--- config.mk ---
export PLATFORM = sky130hd
export DESIGN_NAME = ex_mem_skid_reg_flat
export DESIGN_NICKNAME = d
export VERILOG_FILES = /design/src/rtl/ex_mem_pkg.sv /design/src/rtl/ex_mem_skid_reg_if.sv /design/src/rtl/ex_mem_skid_reg_skid_buf.sv /design/src/rtl/ex_mem_skid_reg.sv /design/src/flat_wrapper.sv
export SDC_FILE = /design/constraint.sdc
export NUM_CORES = 1
export LEC_CHECK = 0
export BUFFER_PORTS_ARGS = -buffer_cell sky130_fd_sc_hd__clkbuf_2
export CAP_MARGIN = 10
export CELL_PAD_IN_SITES_DETAIL_PLACEMENT = 1
export CELL_PAD_IN_SITES_GLOBAL_PLACEMENT = 2
export CORE_ASPECT_RATIO = 0.7
export CORE_UTILIZATION = 30
export DETAILED_ROUTE_END_ITERATION = 16
export GPL_ROUTABILITY_DRIVEN = 0
export PLACE_DENSITY_LB_ADDON = 0.1
export SKIP_LAST_GASP = 1
export SLEW_MARGIN = 20
export SYNTH_ARGS = -nofsm -noshare
export SYNTH_HDL_FRONTEND = slang
export SYNTH_SLANG_ARGS = --single-unit
export TNS_END_PERCENT = 20
--- constraint.sdc ---
create_clock -name clkEXMEM -period 1.8 [get_ports clkEXMEM]
set_clock_uncertainty 0.15 [all_clocks]
set_input_delay 0.27 -clock clkEXMEM [delete_from_list [all_inputs] [get_ports clkEXMEM]]
set_output_delay 0.27 -clock clkEXMEM [all_outputs]
set_load 0.02 [all_outputs]
--- src/rtl/ex_mem_pkg.sv ---
// Shared constants, state encoding and payload-width helper for the EX/MEM skid register.
package ex_mem_pkg;

  localparam int BR_BIT = 0;
  localparam int MR_BIT = 1;
  localparam int MW_BIT = 2;

  typedef enum logic [1:0] {
    EMPTY = 2'd0,
    ONE   = 2'd1,
    FULL  = 2'd2
  } skid_state_e;

  // Packed entry layout: {wb, m[2:0], jump, br_target, zf, alu, wdata, rd}
  function automatic int calc_payload_w(input int xlen, input int ra_w, input int wb_w);
    return wb_w + 3 + 1 + xlen + 1 + xlen + xlen + ra_w;
  endfunction

endpackage

--- src/rtl/ex_mem_skid_reg_if.sv ---
// Handshake and payload bundle between the EX stage, the EX/MEM register and the MEM stage.
interface ex_mem_skid_reg_if #(
  parameter int XLEN = 32,
  parameter int RA_W = 5,
  parameter int WB_W = 2
);
  logic            flush;
  logic            in_valid;
  logic            in_ready;
  logic [WB_W-1:0] wb_in;
  logic [2:0]      m_in;
  logic            jump_in;
  logic [XLEN-1:0] br_target_in;
  logic            zf_in;
  logic [XLEN-1:0] alu_in;
  logic [XLEN-1:0] wdata_in;
  logic [RA_W-1:0] rd_in;

  logic            out_valid;
  logic            out_ready;
  logic [WB_W-1:0] wb_out;
  logic            branch_out;
  logic            memread_out;
  logic            memwrite_out;
  logic            jump_out;
  logic [XLEN-1:0] br_target_out;
  logic            zf_out;
  logic [XLEN-1:0] alu_out;
  logic [XLEN-1:0] wdata_out;
  logic [RA_W-1:0] rd_out;

  modport slave (
    input  flush, in_valid, wb_in, m_in, jump_in, br_target_in, zf_in, alu_in, wdata_in, rd_in,
    input  out_ready,
    output in_ready, out_valid, wb_out, branch_out, memread_out, memwrite_out, jump_out,
    output br_target_out, zf_out, alu_out, wdata_out, rd_out
  );

  modport master (
    output flush, in_valid, wb_in, m_in, jump_in, br_target_in, zf_in, alu_in, wdata_in, rd_in,
    output out_ready,
    input  in_ready, out_valid, wb_out, branch_out, memread_out, memwrite_out, jump_out,
    input  br_target_out, zf_out, alu_out, wdata_out, rd_out
  );
endinterface

--- src/rtl/ex_mem_skid_reg_skid_buf.sv ---
// Generic P-wide 2-entry skid buffer with registered ready and synchronous flush.
module skid_buf
  import ex_mem_pkg::*;
#(
  parameter int P = 8
) (
  input  logic         clk,
  input  logic         rst_n,
  input  logic         i_flush,
  input  logic         i_valid,
  output logic         o_ready,
  input  logic [P-1:0] i_data,
  output logic         o_valid,
  input  logic         i_ready,
  output logic [P-1:0] o_data
);

  skid_state_e r_state;
  skid_state_e w_state_next;
  logic         r_ready;
  logic [P-1:0] r_main;
  logic [P-1:0] r_skid;
  logic         w_acc;
  logic         w_pop;
  logic         w_ld_main_in;
  logic         w_ld_main_skid;
  logic         w_ld_skid;

  assign o_valid = (r_state != EMPTY);
  assign o_ready = r_ready;
  assign o_data  = r_main;
  assign w_acc   = i_valid & r_ready;
  assign w_pop   = o_valid & i_ready;

  always_comb begin
    w_state_next   = r_state;
    w_ld_main_in   = 1'b0;
    w_ld_main_skid = 1'b0;
    w_ld_skid      = 1'b0;
    if (i_flush) begin
      w_state_next = EMPTY;
    end else begin
      case (r_state)
        EMPTY: begin
          if (w_acc) begin
            w_state_next = ONE;
            w_ld_main_in = 1'b1;
          end
        end
        ONE: begin
          if (w_acc && w_pop) begin
            w_ld_main_in = 1'b1;
          end else if (w_acc) begin
            w_state_next = FULL;
            w_ld_skid    = 1'b1;
          end else if (w_pop) begin
            w_state_next = EMPTY;
          end
        end
        FULL: begin
          if (w_pop) begin
            w_state_next   = ONE;
            w_ld_main_skid = 1'b1;
          end
        end
        default: w_state_next = EMPTY;
      endcase
    end
  end

  // Ready is a flop so EX never sees a combinational path from MEM's ready.
  always_ff @(posedge clk or negedge rst_n) begin
    if (!rst_n) begin
      r_state <= EMPTY;
      r_ready <= 1'b1;
      r_main  <= '0;
      r_skid  <= '0;
    end else begin
      r_state <= w_state_next;
      r_ready <= (w_state_next != FULL);
      if (w_ld_main_in) begin
        r_main <= i_data;
      end else if (w_ld_main_skid) begin
        r_main <= r_skid;
      end
      if (w_ld_skid) begin
        r_skid <= i_data;
      end
    end
  end

endmodule

--- src/rtl/ex_mem_skid_reg.sv ---
// EX/MEM pipeline register with valid/ready skid buffering, flush and bubble control gating.
// Optional EX_MEM_PERF_CNT_EN adds stall_cnt/flush_cnt performance counters.
module ex_mem_skid_reg
  import ex_mem_pkg::*;
#(
  parameter int XLEN = 32,
  parameter int RA_W = 5,
  parameter int WB_W = 2
) (
  input  logic                 clkEXMEM,
  input  logic                 rstEXMEM_n,
  ex_mem_skid_reg_if.slave     bus
`ifdef EX_MEM_PERF_CNT_EN
  ,
  output logic [31:0]          stall_cnt,
  output logic [31:0]          flush_cnt
`endif
);

  localparam int P = calc_payload_w(XLEN, RA_W, WB_W);

  logic [P-1:0]    w_pkt_in;
  logic [P-1:0]    w_pkt_out;
  logic            w_out_valid;
  logic            w_in_ready;
  logic [WB_W-1:0] w_wb;
  logic [2:0]      w_m;
  logic            w_jump;
  logic [XLEN-1:0] w_br_target;
  logic            w_zf;
  logic [XLEN-1:0] w_alu;
  logic [XLEN-1:0] w_wdata;
  logic [RA_W-1:0] w_rd;

  assign w_pkt_in = {bus.wb_in, bus.m_in, bus.jump_in, bus.br_target_in, bus.zf_in,
                     bus.alu_in, bus.wdata_in, bus.rd_in};
  assign {w_wb, w_m, w_jump, w_br_target, w_zf, w_alu, w_wdata, w_rd} = w_pkt_out;

  skid_buf #(
    .P(P)
  ) u_skid_buf (
    .clk     (clkEXMEM),
    .rst_n   (rstEXMEM_n),
    .i_flush (bus.flush),
    .i_valid (bus.in_valid),
    .o_ready (w_in_ready),
    .i_data  (w_pkt_in),
    .o_valid (w_out_valid),
    .i_ready (bus.out_ready),
    .o_data  (w_pkt_out)
  );

  assign bus.in_ready  = w_in_ready;
  assign bus.out_valid = w_out_valid;

  // Control is masked by valid so a bubble can never write memory or the register file.
  assign bus.wb_out       = w_wb & {WB_W{w_out_valid}};
  assign bus.branch_out   = w_m[BR_BIT] & w_out_valid;
  assign bus.memread_out  = w_m[MR_BIT] & w_out_valid;
  assign bus.memwrite_out = w_m[MW_BIT] & w_out_valid;
  assign bus.jump_out     = w_jump & w_out_valid;

  assign bus.br_target_out = w_br_target;
  assign bus.zf_out        = w_zf;
  assign bus.alu_out       = w_alu;
  assign bus.wdata_out     = w_wdata;
  assign bus.rd_out        = w_rd;

`ifdef EX_MEM_PERF_CNT_EN
  logic [31:0] r_stall_cnt;
  logic [31:0] r_flush_cnt;

  always_ff @(posedge clkEXMEM or negedge rstEXMEM_n) begin
    if (!rstEXMEM_n) begin
      r_stall_cnt <= '0;
      r_flush_cnt <= '0;
    end else begin
      if (w_out_valid && !bus.out_ready) begin
        r_stall_cnt <= r_stall_cnt + 32'd1;
      end
      // Main is always valid whenever any entry is held.
      if (bus.flush && w_out_valid) begin
        r_flush_cnt <= r_flush_cnt + 32'd1;
      end
    end
  end

  assign stall_cnt = r_stall_cnt;
  assign flush_cnt = r_flush_cnt;
`endif

endmodule

--- src/flat_wrapper.sv ---
// flat-port wrapper written by rule: the top's interface ports become plain ports
module ex_mem_skid_reg_flat import ex_mem_pkg::*;
#(
  parameter int XLEN = 32,
  parameter int RA_W = 5,
  parameter int WB_W = 2
)
  (clkEXMEM, rstEXMEM_n, bus_flush, bus_in_valid, bus_wb_in, bus_m_in, bus_jump_in, bus_br_target_in, bus_zf_in, bus_alu_in, bus_wdata_in, bus_rd_in, bus_out_ready, bus_in_ready, bus_out_valid, bus_wb_out, bus_branch_out, bus_memread_out, bus_memwrite_out, bus_jump_out, bus_br_target_out, bus_zf_out, bus_alu_out, bus_wdata_out, bus_rd_out);
  ex_mem_skid_reg_if #(.XLEN(XLEN), .RA_W(RA_W), .WB_W(WB_W)) bus_i ();
  input  logic clkEXMEM;
  input  logic rstEXMEM_n;
  input wire logic [$bits(bus_i.flush)-1:0] bus_flush;
  input wire logic [$bits(bus_i.in_valid)-1:0] bus_in_valid;
  input wire logic [$bits(bus_i.wb_in)-1:0] bus_wb_in;
  input wire logic [$bits(bus_i.m_in)-1:0] bus_m_in;
  input wire logic [$bits(bus_i.jump_in)-1:0] bus_jump_in;
  input wire logic [$bits(bus_i.br_target_in)-1:0] bus_br_target_in;
  input wire logic [$bits(bus_i.zf_in)-1:0] bus_zf_in;
  input wire logic [$bits(bus_i.alu_in)-1:0] bus_alu_in;
  input wire logic [$bits(bus_i.wdata_in)-1:0] bus_wdata_in;
  input wire logic [$bits(bus_i.rd_in)-1:0] bus_rd_in;
  input wire logic [$bits(bus_i.out_ready)-1:0] bus_out_ready;
  output wire logic [$bits(bus_i.in_ready)-1:0] bus_in_ready;
  output wire logic [$bits(bus_i.out_valid)-1:0] bus_out_valid;
  output wire logic [$bits(bus_i.wb_out)-1:0] bus_wb_out;
  output wire logic [$bits(bus_i.branch_out)-1:0] bus_branch_out;
  output wire logic [$bits(bus_i.memread_out)-1:0] bus_memread_out;
  output wire logic [$bits(bus_i.memwrite_out)-1:0] bus_memwrite_out;
  output wire logic [$bits(bus_i.jump_out)-1:0] bus_jump_out;
  output wire logic [$bits(bus_i.br_target_out)-1:0] bus_br_target_out;
  output wire logic [$bits(bus_i.zf_out)-1:0] bus_zf_out;
  output wire logic [$bits(bus_i.alu_out)-1:0] bus_alu_out;
  output wire logic [$bits(bus_i.wdata_out)-1:0] bus_wdata_out;
  output wire logic [$bits(bus_i.rd_out)-1:0] bus_rd_out;
  assign bus_i.flush = bus_flush;
  assign bus_i.in_valid = bus_in_valid;
  assign bus_i.wb_in = bus_wb_in;
  assign bus_i.m_in = bus_m_in;
  assign bus_i.jump_in = bus_jump_in;
  assign bus_i.br_target_in = bus_br_target_in;
  assign bus_i.zf_in = bus_zf_in;
  assign bus_i.alu_in = bus_alu_in;
  assign bus_i.wdata_in = bus_wdata_in;
  assign bus_i.rd_in = bus_rd_in;
  assign bus_i.out_ready = bus_out_ready;
  assign bus_in_ready = bus_i.in_ready;
  assign bus_out_valid = bus_i.out_valid;
  assign bus_wb_out = bus_i.wb_out;
  assign bus_branch_out = bus_i.branch_out;
  assign bus_memread_out = bus_i.memread_out;
  assign bus_memwrite_out = bus_i.memwrite_out;
  assign bus_jump_out = bus_i.jump_out;
  assign bus_br_target_out = bus_i.br_target_out;
  assign bus_zf_out = bus_i.zf_out;
  assign bus_alu_out = bus_i.alu_out;
  assign bus_wdata_out = bus_i.wdata_out;
  assign bus_rd_out = bus_i.rd_out;
  ex_mem_skid_reg #(.XLEN(XLEN), .RA_W(RA_W), .WB_W(WB_W)) u_core (.clkEXMEM(clkEXMEM), .rstEXMEM_n(rstEXMEM_n), .bus(bus_i));
endmodule
## Word-level counts from Yosys, hierarchy flattened

Cells that the tools add are included.

| cells by class | value |
|---|---|
| bitwise operators | 7 |
| mux-type cells | 19 |
| eq/ne operators | 3 |
| reduce and logical (&&, ||, !) cells | 4 |

Operators with widths:

| operator | number |
|---|---|
| $mux W108 | 2 |
| $mux W2 | 6 |
| $mux W1 | 9 |
| $and A1 B1 Y1 | 6 |
| $pmux W2 S3 | 1 |
| $reduce_bool A2 Y1 | 2 |
| $and A2 B2 Y2 | 1 |
| $eq A2 B1 Y1 const B | 1 |
| $eq A2 B2 Y1 const B | 1 |
| $logic_not A2 Y1 | 1 |
| $ne A2 B2 Y1 const B | 1 |
| $pmux W1 S2 | 1 |
| $logic_and A1 B1 Y1 | 1 |

| storage, ports and cells | value |
|---|---|
| output and inout bits | 110 |
| input bits | 113 |
| word-level logic and storage cells | 37 |
| register bits after elaboration | 219 |

## Depth between registers and ports, before layout

Gate-level depths: netlist of the first run.

| logic depth | value |
|---|---|
| word-level depth | 8 |
| mapped depth | 7 |
| mapped depth without buffers | 4 |

## Cells and area by module

A second synthesis of the first run with hierarchy kept.

| unflattened totals | value |
|---|---|
| cell total of the unflattened synthesis | 602 |
| area total of the unflattened synthesis | 9490.4 µm² |

By module, submodules not included:

| module | seq. area each (µm²) | times used | area each (µm²) | cells an instance |
|---|---|---|---|---|
| skid_buf | 5481.5 | 1 | 9452.8 | 596 |
| ex_mem_skid_reg | 0.0 | 1 | 37.5 | 6 |

## Least setup slack after synthesis of the first run

No wires, ideal clock.

| timing path | value |
|---|---|
| path type | reg2reg |
| start point | register u_core.u_skid_buf.r_ready (netlist: u_core.u_skid_buf.o_ready) |
| end point | register u_core.u_skid_buf.r_main[57] (netlist: u_core.u_skid_buf.o_data[57]) |
| data required time | 1.573 ns |
| path slack | -0.143 ns |
| path buffers | 3 |
| stages on the path, launching flop included | 8 |
| setup time | 0.077 ns |
| arrival | 1.716 ns |
| period minus slack after synthesis | 1.943 ns |
| cells stage by stage | dfstp_2 nand2_1 nor4_4 buf_4 buf_4 buf_2 nand2_1 o21ai_1 |

| between the ends | value |
|---|---|
| word-level cells in the longest chain between the ends | 6 |
| elaborated cells on any way between the ends | 8 |
| those cells by class | mux: 5; bitwise: 1; reduce/logical: 2 |

RTL lines:

| item | RTL line | source |
|---|---|---|
| start, declared | ex_mem_skid_reg_skid_buf.sv:20 | `logic r_ready;` |
| start signal, assigned | ex_mem_skid_reg_skid_buf.sv:80 | `r_ready <= (w_state_next != FULL);` |
| $and A1 B1 Y1 (*) | ex_mem_skid_reg_skid_buf.sv:32 | `assign w_acc = i_valid & r_ready;` |
| $logic_and A1 B1 Y1 | ex_mem_skid_reg_skid_buf.sv:51 | `if (w_acc && w_pop) begin` |
| $mux W1 | ex_mem_skid_reg_skid_buf.sv:51 |  |
| $pmux W1 S2 (*) | ex_mem_skid_reg_skid_buf.sv:43 | `case (r_state)` |
| $mux W1 (*) | ex_mem_skid_reg_skid_buf.sv:40 | `if (i_flush) begin` |
| $mux W108 or $reduce_bool A2 Y1 (tied branches) | -- |  |
| end signal, assigned | ex_mem_skid_reg_skid_buf.sv:82 | `r_main <= i_data;` |
| end signal, assigned | ex_mem_skid_reg_skid_buf.sv:84 | `r_main <= r_skid;` |
| end, declared | ex_mem_skid_reg_skid_buf.sv:21 | `logic [P-1:0] r_main;` |

Every way passes the cells marked *; elsewhere a longest branch is shown, timed or not.
A chain may end at the register's enable or synchronous reset.

## Final worst setup path of the first run

| timing path | value |
|---|---|
| start point | register u_core.u_skid_buf.r_state[0] |
| end point | output port bus_branch_out |

| between the ends | value |
|---|---|
| word-level cells in the longest chain between the ends | 2 |

RTL lines:

| item | RTL line | source |
|---|---|---|
| start, declared | ex_mem_skid_reg_skid_buf.sv:18 | `skid_state_e r_state;` |
| start signal, assigned | ex_mem_skid_reg_skid_buf.sv:79 | `r_state <= w_state_next;` |
| $reduce_bool A2 Y1 | ex_mem_skid_reg_skid_buf.sv:29 | `assign o_valid = (r_state != EMPTY);` |
| $and A1 B1 Y1 | ex_mem_skid_reg.sv:58 | `assign bus.branch_out = w_m[BR_BIT] & w_out_valid;` |
| end, declared | flat_wrapper.sv:26 | `output wire logic [$bits(bus_i.branch_out)-1:0] bus_branch_out;` |

No other way between the ends.

==> flow_metrics.py, run 1 <==
metrics = {
    "placement": {
        "numPlacedInstances": 1357,
        "post_dp_cell_area_um2": 11000,
        "io_buffers": 222,
        "dp_hpwl_um": 16500,
    },
    "synth": {
        "synth_top_area_cell": "dfrtp_1",
        "yosys.area.top_type_share": 0.553,
        "synthCells": 821,
        "seq_area_frac_synth": 0.556,
        "synth_seq_cells": 219,
        "yosys_warnings": 0,
        "synth_top_cells_by_area": "dfrtp_1 (55%), mux2_2 (12%), mux2i_1 (11%)",
        "yosys.cell_types.count": 20,
        "synth_nets": 934,
        "synth_area_um2": 9860,
        "synth_area_per_cell_um2": 12.0,
    },
    "worst_setup_path": {
        "crit_path_top_delay_cell": "dfrtp_1",
        "path_max_fanout": 7,
        "r2r_slack_ns": -0.08,
        "critPathLaunchType": "flop",
        "crit_required_ns": 1.38,
        "path_buf_inv": 3,
        "crit_family": "buffers and inverters",
        "max_stage_delay_ns": 0.38,
        "cp.arrival_ns": 1.47,
        "critical_path.most_common_cell": "buf_6",
        "path_cells": "buf_6 > nor2_4 > buf_6 > nor2b_1 > buf_4",
        "critPathCaptureType": "primary output",
        "path_class": "flop to primary output",
    },
    "sta": {
        "slew_viol_final": 0,
        "period_share": 1.05,
        "rsz0062_at_grt": "yes",
        "setup_viol": 111,
        "slew_headroom": 0.758,
        "tightest_slew_ns": 0.364,
        "fin_crit_ns": 1.89,
        "finalSetupTns_ns": -5.28,
        "hold_viol": 0,
        "hold_slack_ns": 0.0748,
        "postLayoutSetupSlackWorst_ns": -0.0910,
        "clock.fmax_mhz": 529,
    },
    "final_layout": {
        "stdcell_area_um2": 13900,
        "area_growth_pct": 41.3,
        "fin_nets": 1225,
        "fin_util": 0.431,
        "drive_gt1_frac": 0.415,
        "diodes": 0,
        "stdcell_count": 1557,
    },
    "run": {
        "maxCapViolations": 0,
    },
    "global_route": {
        "antenna_found_initial": 0,
        "grt_pass1_wl_um": 41200,
        "grt_max_degree": 52,
        "grt.total_usage": 0.152,
        "grt_pass1_vias": 7420,
        "overflow": 0,
    },
    "floorplanning": {
        "start_util": 0.305,
        "die_w_um": 219,
        "ioPinCount": 223,
        "core_area_um2": 32300,
        "die_y_um": 154,
        "fp.dieArea_um2": 33600,
        "std_cell_rows": 55,
    },
    "pwr": {
        "vdd_drop_max_mv": 0.554,
        "p_leak_uw": 0.00623,
        "power_density_nw_per_um2": 1120,
    },
    "drt": {
        "first_iter_violations": 341,
        "avgViaCountPerCell": 4.42,
        "ant_nets": 0,
        "wl_um": 28200,
        "avgRoutedWirePerCell_um": 18.1,
        "drc_errors": 0,
        "vias": 6884,
        "firstDrtPassIters": 4,
    },
    "hold_path": {
        "hold_class": "input port to asynchronous set/reset pin",
    },
    "clock_network": {
        "cts_buffers": 25,
        "insertion_delay_ns": 0.53,
        "cts_root_buffer": "clkbuf_16",
        "clkSinkCount": 219,
        "clk_path_buf_depth": 3,
        "cts_tree": "built",
        "htreeDepth": 1,
        "clk_pin_slew_worst_paths_ns": 0.06,
    },
    "status": {
        "violations": "setup timing",
        "status": "complete, but fails checks",
    },
}
-- layout make-up --
| cell class | instances | area (um2) |
|---|---|---|
| fillers | 3468 | 18400 |
| flip-flops and latches | 219 | 5480 |
| repair buffers | 412 | 3560 |
| multi-input cells | 453 | 3460 |
| clock buffers | 38 | 754 |
| well taps | 427 | 534 |
| clock inverters | 7 | 141 |
| inverters | 1 | 3.75 |
-- power by group --
| part | internal [uW] | switching [uW] | total, uW |
|---|---|---|---|
| sequential | 6130 | 662 | 6790 |
| clock | 3450 | 2060 | 5510 |
| combinational | 1680 | 1680 | 3370 |
-- logic make-up after synthesis --
family,after synthesis,synth area share
AOI/OAI and AO/OA,109,0.0557
and+or+nand+nor,127,0.0532
DFF,219,0.556
muxes,216,0.233
buffers and inverters,149,0.101
xor gates and xnor gates,1,0.000888
-- sequential cells by signal, indices dropped and copies added (netlist names) --
name,cells
u_core.u_skid_buf.o_data,108
u_core.u_skid_buf.o_ready,1
u_core.u_skid_buf.r_skid,108
u_core.u_skid_buf.r_state,2
-- worst paths after layout --
check | depth (start not counted) | to | start
worst max-delay path | 5 | bus_branch_out | u_core.u_skid_buf.r_state[0]
max in group asynchronous | 3 | u_core.u_skid_buf.o_ready | rstEXMEM_n
min in group clkEXMEM | 5 | u_core.u_skid_buf.r_state[0] | bus_in_valid
worst max register to register | 9 | u_core.u_skid_buf.o_data[9] | u_core.u_skid_buf.r_state[0]
worst min register to register | 1 | u_core.u_skid_buf.r_skid[40] | u_core.u_skid_buf.r_skid[40]
worst min-delay path | 2 | u_core.u_skid_buf.o_data[2] | rstEXMEM_n
-- cell usage after synthesis --
cell type	count
nand2_1	111
clkbuf_1	19
dfrtp_1	218
and3b_1	1
and2b_1	1
nand3_1	1
buf_2	22
mux2i_1	108
a2bb2oi_1	1
nor2b_1	7
buf_4	104
xor2_1	1
and2_1	1
buf_6	3
nor4_4	1
dfstp_2	1
mux2_2	108
inv_1	1
o21ai_1	108
nor2_1	4
-- layout by cell type (no fill, tap or decap), drive strengths merged, types with 2 or more instances in the layout --
cell type,count
mux2,108
clkbuf,267
nor2,4
dlygate4sd3,111
nor2b,7
mux2i,108
nand2,111
buf,72
inv,2
bufinv,4
o21ai,108
dfrtp,218
-- through the flow --
| step | setup WS [ns] | total power, uW |
|---|---|---|
| after detailed placement | 0.0135 | 9790 |
| final | -0.0910 | 15700 |
| after global routing | -0.181 | 16600 |
| after global placement | 0.0589 | 9710 |
| after CTS | -0.145 | 15700 |
| after floorplan | -0.0835 | 9140 |
-- what timing repair did --
item	CTS	global route
gates resized for setup	10	48
pin swaps	1	0
setup buffers	1	17
hold buffers	111	0
endpoints found under the hold margin	436	0
cloned	0	26
setup endpoints to repair	16	216
-- metal layers --
| metal | vias up | wire (um) | global-route usage | part of all wire |
|---|---|---|---|---|
| met5 | - | 0 | 0 | 0 |
| met2 | 124 | 12500 | 0.239 | 0.44 |
| met4 | 0 | 438 | 0.0317 | 0.016 |
| li1 | 3294 | - | - | - |
| met3 | 35 | 1310 | 0.0386 | 0.046 |
| met1 | 3431 | 14000 | 0.212 | 0.50 |
Note: power is estimated with default switching activity, not from simulation.
==> run 2, diff against run 1 <==
--- a/config.mk
+++ b/config.mk
@@ -18,5 +18,6 @@
 export SLEW_MARGIN = 20
 export SYNTH_ARGS = -nofsm -noshare
 export SYNTH_HDL_FRONTEND = slang
+export SYNTH_HIERARCHICAL = 1
 export SYNTH_SLANG_ARGS = --single-unit
 export TNS_END_PERCENT = 20
==> run 2 against run 1 <==
Effect of this change:
- the run still ends with setup timing left
- final cell count down 7.8%
- first-iteration DRC count shrank 33%
- clock power fell by 8.7%
- global-route usage up 0.95 points
- combinational power grew 80%
- highest routed layer unchanged
- register-to-register slack worse by 0.31 ns
- wire length shrank 8.4%
==> flow_metrics.py, run 2 <==
metrics = {
    "synth": {
        "synth_area_um2": 9490,
        "ys_async_sr_fraction": 1.00,
        "synth_top_area_cell": "dfrtp_1",
        "synth_ff_type": "dfrtp_1",
        "yosys.area.top_type_share": 0.575,
        "yosys_warnings": 6,
        "seq_area_frac_synth": 0.578,
        "synth_area_per_cell_um2": 15.8,
        "synthCells": 602,
        "yosys.cell_types.count": 25,
        "synth_top_cells_by_area": "dfrtp_1 (57%), mux2_2 (37%), buf_2 (1.5%)",
        "synthTopCellsByCount": "mux2_2 (314), dfrtp_1 (218), buf_2 (28), mux2_1 (8), and2_1 (6)",
        "synth_nets": 715,
        "synth_seq_cells": 219,
        "post-synth-top-count-cell": "mux2_2",
        "synth-edff-count": 0,
    },
    "final_layout": {
        "final_cell_mix": "mux2_2 (291), dfrtp_1 (218), clkbuf_2 (216)",
        "fin_nets": 1107,
        "final_common_cell": "mux2_2",
        "drive_gt1_frac": 0.650,
        "stdcell_area_um2": 13900,
        "area_growth_pct": 46.9,
        "n_fill_cell": 3197,
    },
    "global_route": {
        "grt_max_degree": 59,
        "antenna_found_initial": 2,
        "grt.total_usage": 0.162,
        "grt_pass1_vias": 7323,
        "grt_pass1_wl_um": 41500,
        "overflow": 0,
    },
    "pwr": {
        "power_density_nw_per_um2": 1340,
        "p_leak_uw": 0.00661,
        "finalPower_uw": 18700,
        "vdd_drop_max_mv": 0.613,
    },
    "worst_setup_path": {
        "path_class": "flop to flop",
        "path_max_fanout": 6,
        "critPathLaunchType": "flop",
        "critPathCaptureType": "flop",
        "crit_required_ns": 2.05,
        "cp.arrival_ns": 2.44,
        "r2r_slack_ns": -0.39,
    },
    "clock_network": {
        "clk_path_buf_depth": 3,
        "cts_tree": "built",
        "clkSinkCount": 219,
        "cts_root_buffer": "clkbuf_16",
        "insertion_delay_ns": 0.54,
        "cts_buffers": 25,
        "htreeDepth": 1,
        "clk_pin_slew_worst_paths_ns": 0.06,
    },
    "sta": {
        "setup_viol": 225,
        "tightest_slew_ns": 0.394,
        "period_share": 1.21,
        "slew_headroom": 0.737,
        "slew_viol_final": 0,
        "clock.fmax_mhz": 457,
        "postLayoutSetupSlackWorst_ns": -0.386,
        "rsz0062_at_grt": "yes",
        "hold_viol": 0,
        "fin_crit_ns": 2.19,
        "hold_slack_ns": 0.0916,
    },
    "drt": {
        "wl_um": 25800,
        "drc_errors": 0,
        "first_iter_violations": 227,
        "avgRoutedWirePerCell_um": 18.0,
        "vias": 6420,
        "firstDrtPassIters": 4,
        "avgViaCountPerCell": 4.47,
        "ant_nets": 0,
    },
    "run": {
        "maxCapViolations": 0,
    },
    "floorplanning": {
        "core_area_um2": 31100,
        "start_util": 0.305,
        "die_y_um": 151,
        "fp.dieArea_um2": 32400,
        "std_cell_rows": 54,
        "die_w_um": 215,
        "ioPinCount": 223,
    },
    "hold_path": {
        "hold_class": "input port to asynchronous set/reset pin",
    },
    "placement": {
        "io_buffers": 222,
        "post_dp_cell_area_um2": 11500,
        "dp_hpwl_um": 16900,
    },
    "status": {
        "violations": "setup timing",
        "status": "complete, but fails checks",
    },
}
-- run 2: changes by cell type after synthesis, moves of 6 or more --
cell,change
buf_4,-103
mux2_2,+206
nand2_1,-110
buf_2,+6
mux2i_1,-107
o21ai_1,-108
clkbuf_1,-19
nor2b_1,-6
mux2_1,+8
-- run 2: critical path, cell delays in order, from the launching register on --
cell and delay [ns]:
dfstp_2 0.54, buf_4 0.11, and4bb_4 0.29, nand2_8 0.10, buf_12 0.17, buf_8 0.13
mux2_4 0.30, mux2_4 0.26
-- run 2: area by class of cell --
| type | instances | area [um2] | share of cell area |
|---|---|---|---|
| Timing Repair Buffer | 399 | 3180 | 0.228 |
| Inverter | 2 | 7.51 | 0.000538 |
| Clock buffer | 38 | 734 | 0.0527 |
| Clock inverter | 8 | 72.6 | 0.00520 |
| Tap cell | 420 | 526 | 0.0377 |
| Multi-Input combinational cell | 347 | 3940 | 0.283 |
| Sequential cell | 219 | 5480 | 0.393 |
| Antenna cell | 2 | 5.00 | 0.000359 |
-- run 2: cells by family after synthesis --
group                  Yosys count  synth area share
XOR/XNOR                         1          0.000923
AO/OA/AOI/OAI                    4           0.00303
multiplexers                   323             0.383
flip-flops                     219             0.578
AND/OR/NAND/NOR                 19            0.0131
buffers and inverters           36            0.0223
-- run 2: path summary, 6_finish.rpt --
| kind | startpoint | end | cells after the start |
|---|---|---|---|
| hold / removal | rstEXMEM_n | u_core/u_skid_buf/o_data[51] | 2 |
| max in group asynchronous | rstEXMEM_n | u_core/u_skid_buf/o_ready | 3 |
| setup reg to reg | u_core/u_skid_buf/o_ready | u_core/u_skid_buf/o_data[18] | 7 |
| setup / recovery | u_core/u_skid_buf/o_ready | u_core/u_skid_buf/o_data[18] | 7 |
| min in group clkEXMEM | bus_out_ready | u_core/u_skid_buf/o_data[82] | 6 |
| hold reg to reg | u_core/u_skid_buf/o_data[73] | u_core/u_skid_buf/o_data[73] | 1 |
-- run 2: metrics by stage --
stage | utilization | cells | setup TNS [ns] | setup slack, ns
3_5_place_dp | 0.370 | 1253 | -49.23 | -0.403
4_1_cts | 0.442 | 1426 | -70.94 | -0.385
2_1_floorplan | - | 602 | -29.71 | -0.309
5_1_grt | 0.448 | 1435 | -79.06 | -0.427
3_3_place_gp | 0.370 | 1253 | -39.19 | -0.329
6_report | 0.448 | 1435 | -66.04 | -0.386
-- run 2: power by group --
group / switching [uW] / internal [uW] / total (uW) / leakage [uW]
logic: 2890 / 3160 / 6050 / 0.00351
clock network: 2070 / 2960 / 5030 / 0.000402
registers: 947 / 6700 / 7640 / 0.00270
-- run 2: what timing repair did --
action | CTS | global route
pin swaps | 3 | 2
cloned | 3 | 4
endpoints found under the setup margin | 223 | 226
hold endpoints to repair | 437 | 0
resized for setup | 48 | 25
buffers inserted | 15 | 6
hold buffers | 111 | 0
-- run 2: per-layer routing --
metal  share of wire  track usage  vias to the layer above
li1                -            -                     2961
met1            0.44        0.206                     3293
met2            0.49        0.275                      133
met3           0.054       0.0442                       33
met4           0.016       0.0346                        0
met5               0            0                        -
==> run 3, diff against run 2 <==
--- a/config.mk
+++ b/config.mk
@@ -7,13 +7,10 @@
 export LEC_CHECK = 0
 export BUFFER_PORTS_ARGS = -buffer_cell sky130_fd_sc_hd__clkbuf_2
 export CAP_MARGIN = 10
-export CELL_PAD_IN_SITES_DETAIL_PLACEMENT = 1
-export CELL_PAD_IN_SITES_GLOBAL_PLACEMENT = 2
 export CORE_ASPECT_RATIO = 0.7
 export CORE_UTILIZATION = 30
 export DETAILED_ROUTE_END_ITERATION = 16
 export GPL_ROUTABILITY_DRIVEN = 0
-export PLACE_DENSITY_LB_ADDON = 0.1
 export SKIP_LAST_GASP = 1
 export SLEW_MARGIN = 20
 export SYNTH_ARGS = -nofsm -noshare
==> run 3 against run 2 <==
Effect of this change:
- the flow still finishes with violations (setup timing)
- maximum frequency rose by 2.4%
- clock-buffer cell count is 3 lower
- worst hold slack gained 0.029 ns
- first-iteration DRC count increased by 18%
- final area up 0.39%
- critical path depth unchanged
- highest routed layer unchanged
==> flow_metrics.py, run 3 (same netlist as run 2, synthesis figures left out) <==
metrics = {
    "sta": {
        "finalSetupTns_ns": -47.23,
        "tightest_slew_ns": 0.447,
        "clock.fmax_mhz": 469,
        "rsz0062_at_grt": "yes",
        "setup_viol": 222,
        "fin_crit_ns": 2.13,
        "period_share": 1.19,
        "hold_viol": 0,
        "postLayoutSetupSlackWorst_ns": -0.334,
        "slew_headroom": 0.702,
        "slew_viol_final": 0,
    },
    "final_layout": {
        "stdcell_count": 1426,
        "final_cell_mix": "mux2_2 (281), dfrtp_1 (218), clkbuf_2 (217)",
        "fin_util": 0.450,
        "area_growth_pct": 47.5,
        "fin_nets": 1105,
        "final_common_cell": "mux2_2",
        "drive_gt1_frac": 0.648,
        "diodes": 0,
    },
    "floorplanning": {
        "die_y_um": 151,
        "std_cell_rows": 54,
        "die_w_um": 215,
        "core_area_um2": 31100,
        "start_util": 0.305,
        "fp.dieArea_um2": 32400,
        "ioPinCount": 223,
    },
    "placement": {
        "dp_hpwl_um": 14700,
        "numPlacedInstances": 1261,
        "io_buffers": 222,
        "pre_cts_slack_ns": -0.353,
    },
    "pwr": {
        "power_density_nw_per_um2": 1330,
        "vdd_drop_max_mv": 0.691,
        "p_leak_uw": 0.00664,
    },
    "drt": {
        "avgRoutedWirePerCell_um": 16.2,
        "firstDrtPassIters": 6,
        "ant_nets": 0,
        "vias": 6197,
        "avgViaCountPerCell": 4.35,
        "wl_um": 23200,
        "drc_errors": 0,
        "first_iter_violations": 268,
    },
    "status": {
        "status": "complete, but fails checks",
        "violations": "setup timing",
    },
    "worst_setup_path": {
        "path_max_fanout": 9,
        "cp.arrival_ns": 2.38,
        "critPathLaunchType": "flop",
        "crit_required_ns": 2.05,
        "critPathCaptureType": "flop",
        "r2r_cells": 7,
        "worstReg2RegEnd": "u_core/u_skid_buf/o_data[42]",
        "path_class": "flop to flop",
        "r2r_start": "u_core/u_skid_buf/o_ready",
        "r2r_slack_ns": -0.33,
    },
    "global_route": {
        "grt_max_degree": 50,
        "grt_pass1_wl_um": 36100,
        "grt.total_usage": 0.140,
        "antenna_found_initial": 0,
        "grt_pass1_vias": 6615,
        "overflow": 0,
    },
    "clock_network": {
        "clkSinkCount": 219,
        "clk_pin_slew_worst_paths_ns": 0.06,
        "insertion_delay_ns": 0.52,
        "cts_buffers": 24,
        "cts_tree": "built",
        "clk_path_buf_depth": 3,
        "cts_root_buffer": "clkbuf_16",
        "htreeDepth": 1,
    },
    "run": {
        "maxCapViolations": 0,
    },
    "hold_path": {
        "hold_class": "input port to asynchronous set/reset pin",
    },
}
## run 3: cell count changes in the layout (fill, tap and decap cells not counted), sizes merged
cell,before,now
buf,64,61
bufinv,1,2
clkbuf,262,260
clkinv,5,3
diode,2,0
inv,4,2
nand2,3,4
## run 3: worst max-delay path, cell delays in order, from the launching register on
cell and delay [ns]:
dfstp_2 0.53, nand2_2 0.05, or3_4 0.34, a21oi_4 0.15, buf_6 0.15, buf_12 0.17
buf_12 0.14, mux2_2 0.33
## run 3: layout make-up
type                            instances  area [um2]
Sequential cell                       219        5480
Multi-Input combinational cell        348        3980
Tap cell                              420         526
Timing Repair Buffer                  397        3210
Inverter                                2        7.51
Clock inverter                          5        75.1
Fill cell                            2817       17100
Clock buffer                           35         723
## run 3: timing repair
item / in CTS / in global routing
gates resized for setup: 45 / 27
pin swaps: 3 / 1
hold endpoints to repair: 437 / 0
setup buffers: 6 / 0
hold buffers: 111 / 0
cloned: 6 / 4
endpoints found under the setup margin: 215 / 225
## run 3: where the power goes
| part | total (uW) | internal (uW) | switching (uW) |
|---|---|---|---|
| logic | 6020 | 3200 | 2820 |
| registers | 7570 | 6700 | 872 |
| clock network | 4990 | 3040 | 1940 |
## run 3: worst max path at each step
stage | end | slack, ns | depth (start not counted) | from
after floorplan | u_core/u_skid_buf/o_data[53] | -0.31 | 6 | u_core/u_skid_buf/o_ready
after global placement | u_core/u_skid_buf/o_data[76] | -0.33 | 6 | u_core/u_skid_buf/o_ready
after detailed placement | u_core/u_skid_buf/o_data[99] | -0.35 | 6 | u_core/u_skid_buf/o_ready
after CTS | u_core/u_skid_buf/o_data[107] | -0.35 | 7 | u_core/u_skid_buf/o_ready
after global routing | u_core/u_skid_buf/o_data[32] | -0.40 | 7 | u_core/u_skid_buf/o_ready
final | u_core/u_skid_buf/o_data[42] | -0.33 | 7 | u_core/u_skid_buf/o_ready
## run 3: metal layers
metal	global-route usage	routed length, um	vias up
met1	0.193	11100	3101
li1	-	-	2940
met3	0.0398	1360	26
met4	0.0325	395	0
met2	0.218	10400	130
met5	0	0	-
## run 3: per-stage QoR
| stage | hold slack [ns] | instance area [um2] | total power (uW) |
|---|---|---|---|
| floorplan | -0.176 | 9510 | 11100 |
| finish | 0.121 | 14000 | 18600 |
| global placement | 0.0728 | 11600 | 12900 |
| global route | 0.132 | 14000 | 19600 |
| detailed placement | 0.0792 | 11600 | 13100 |
| CTS | 0.117 | 13800 | 18600 |
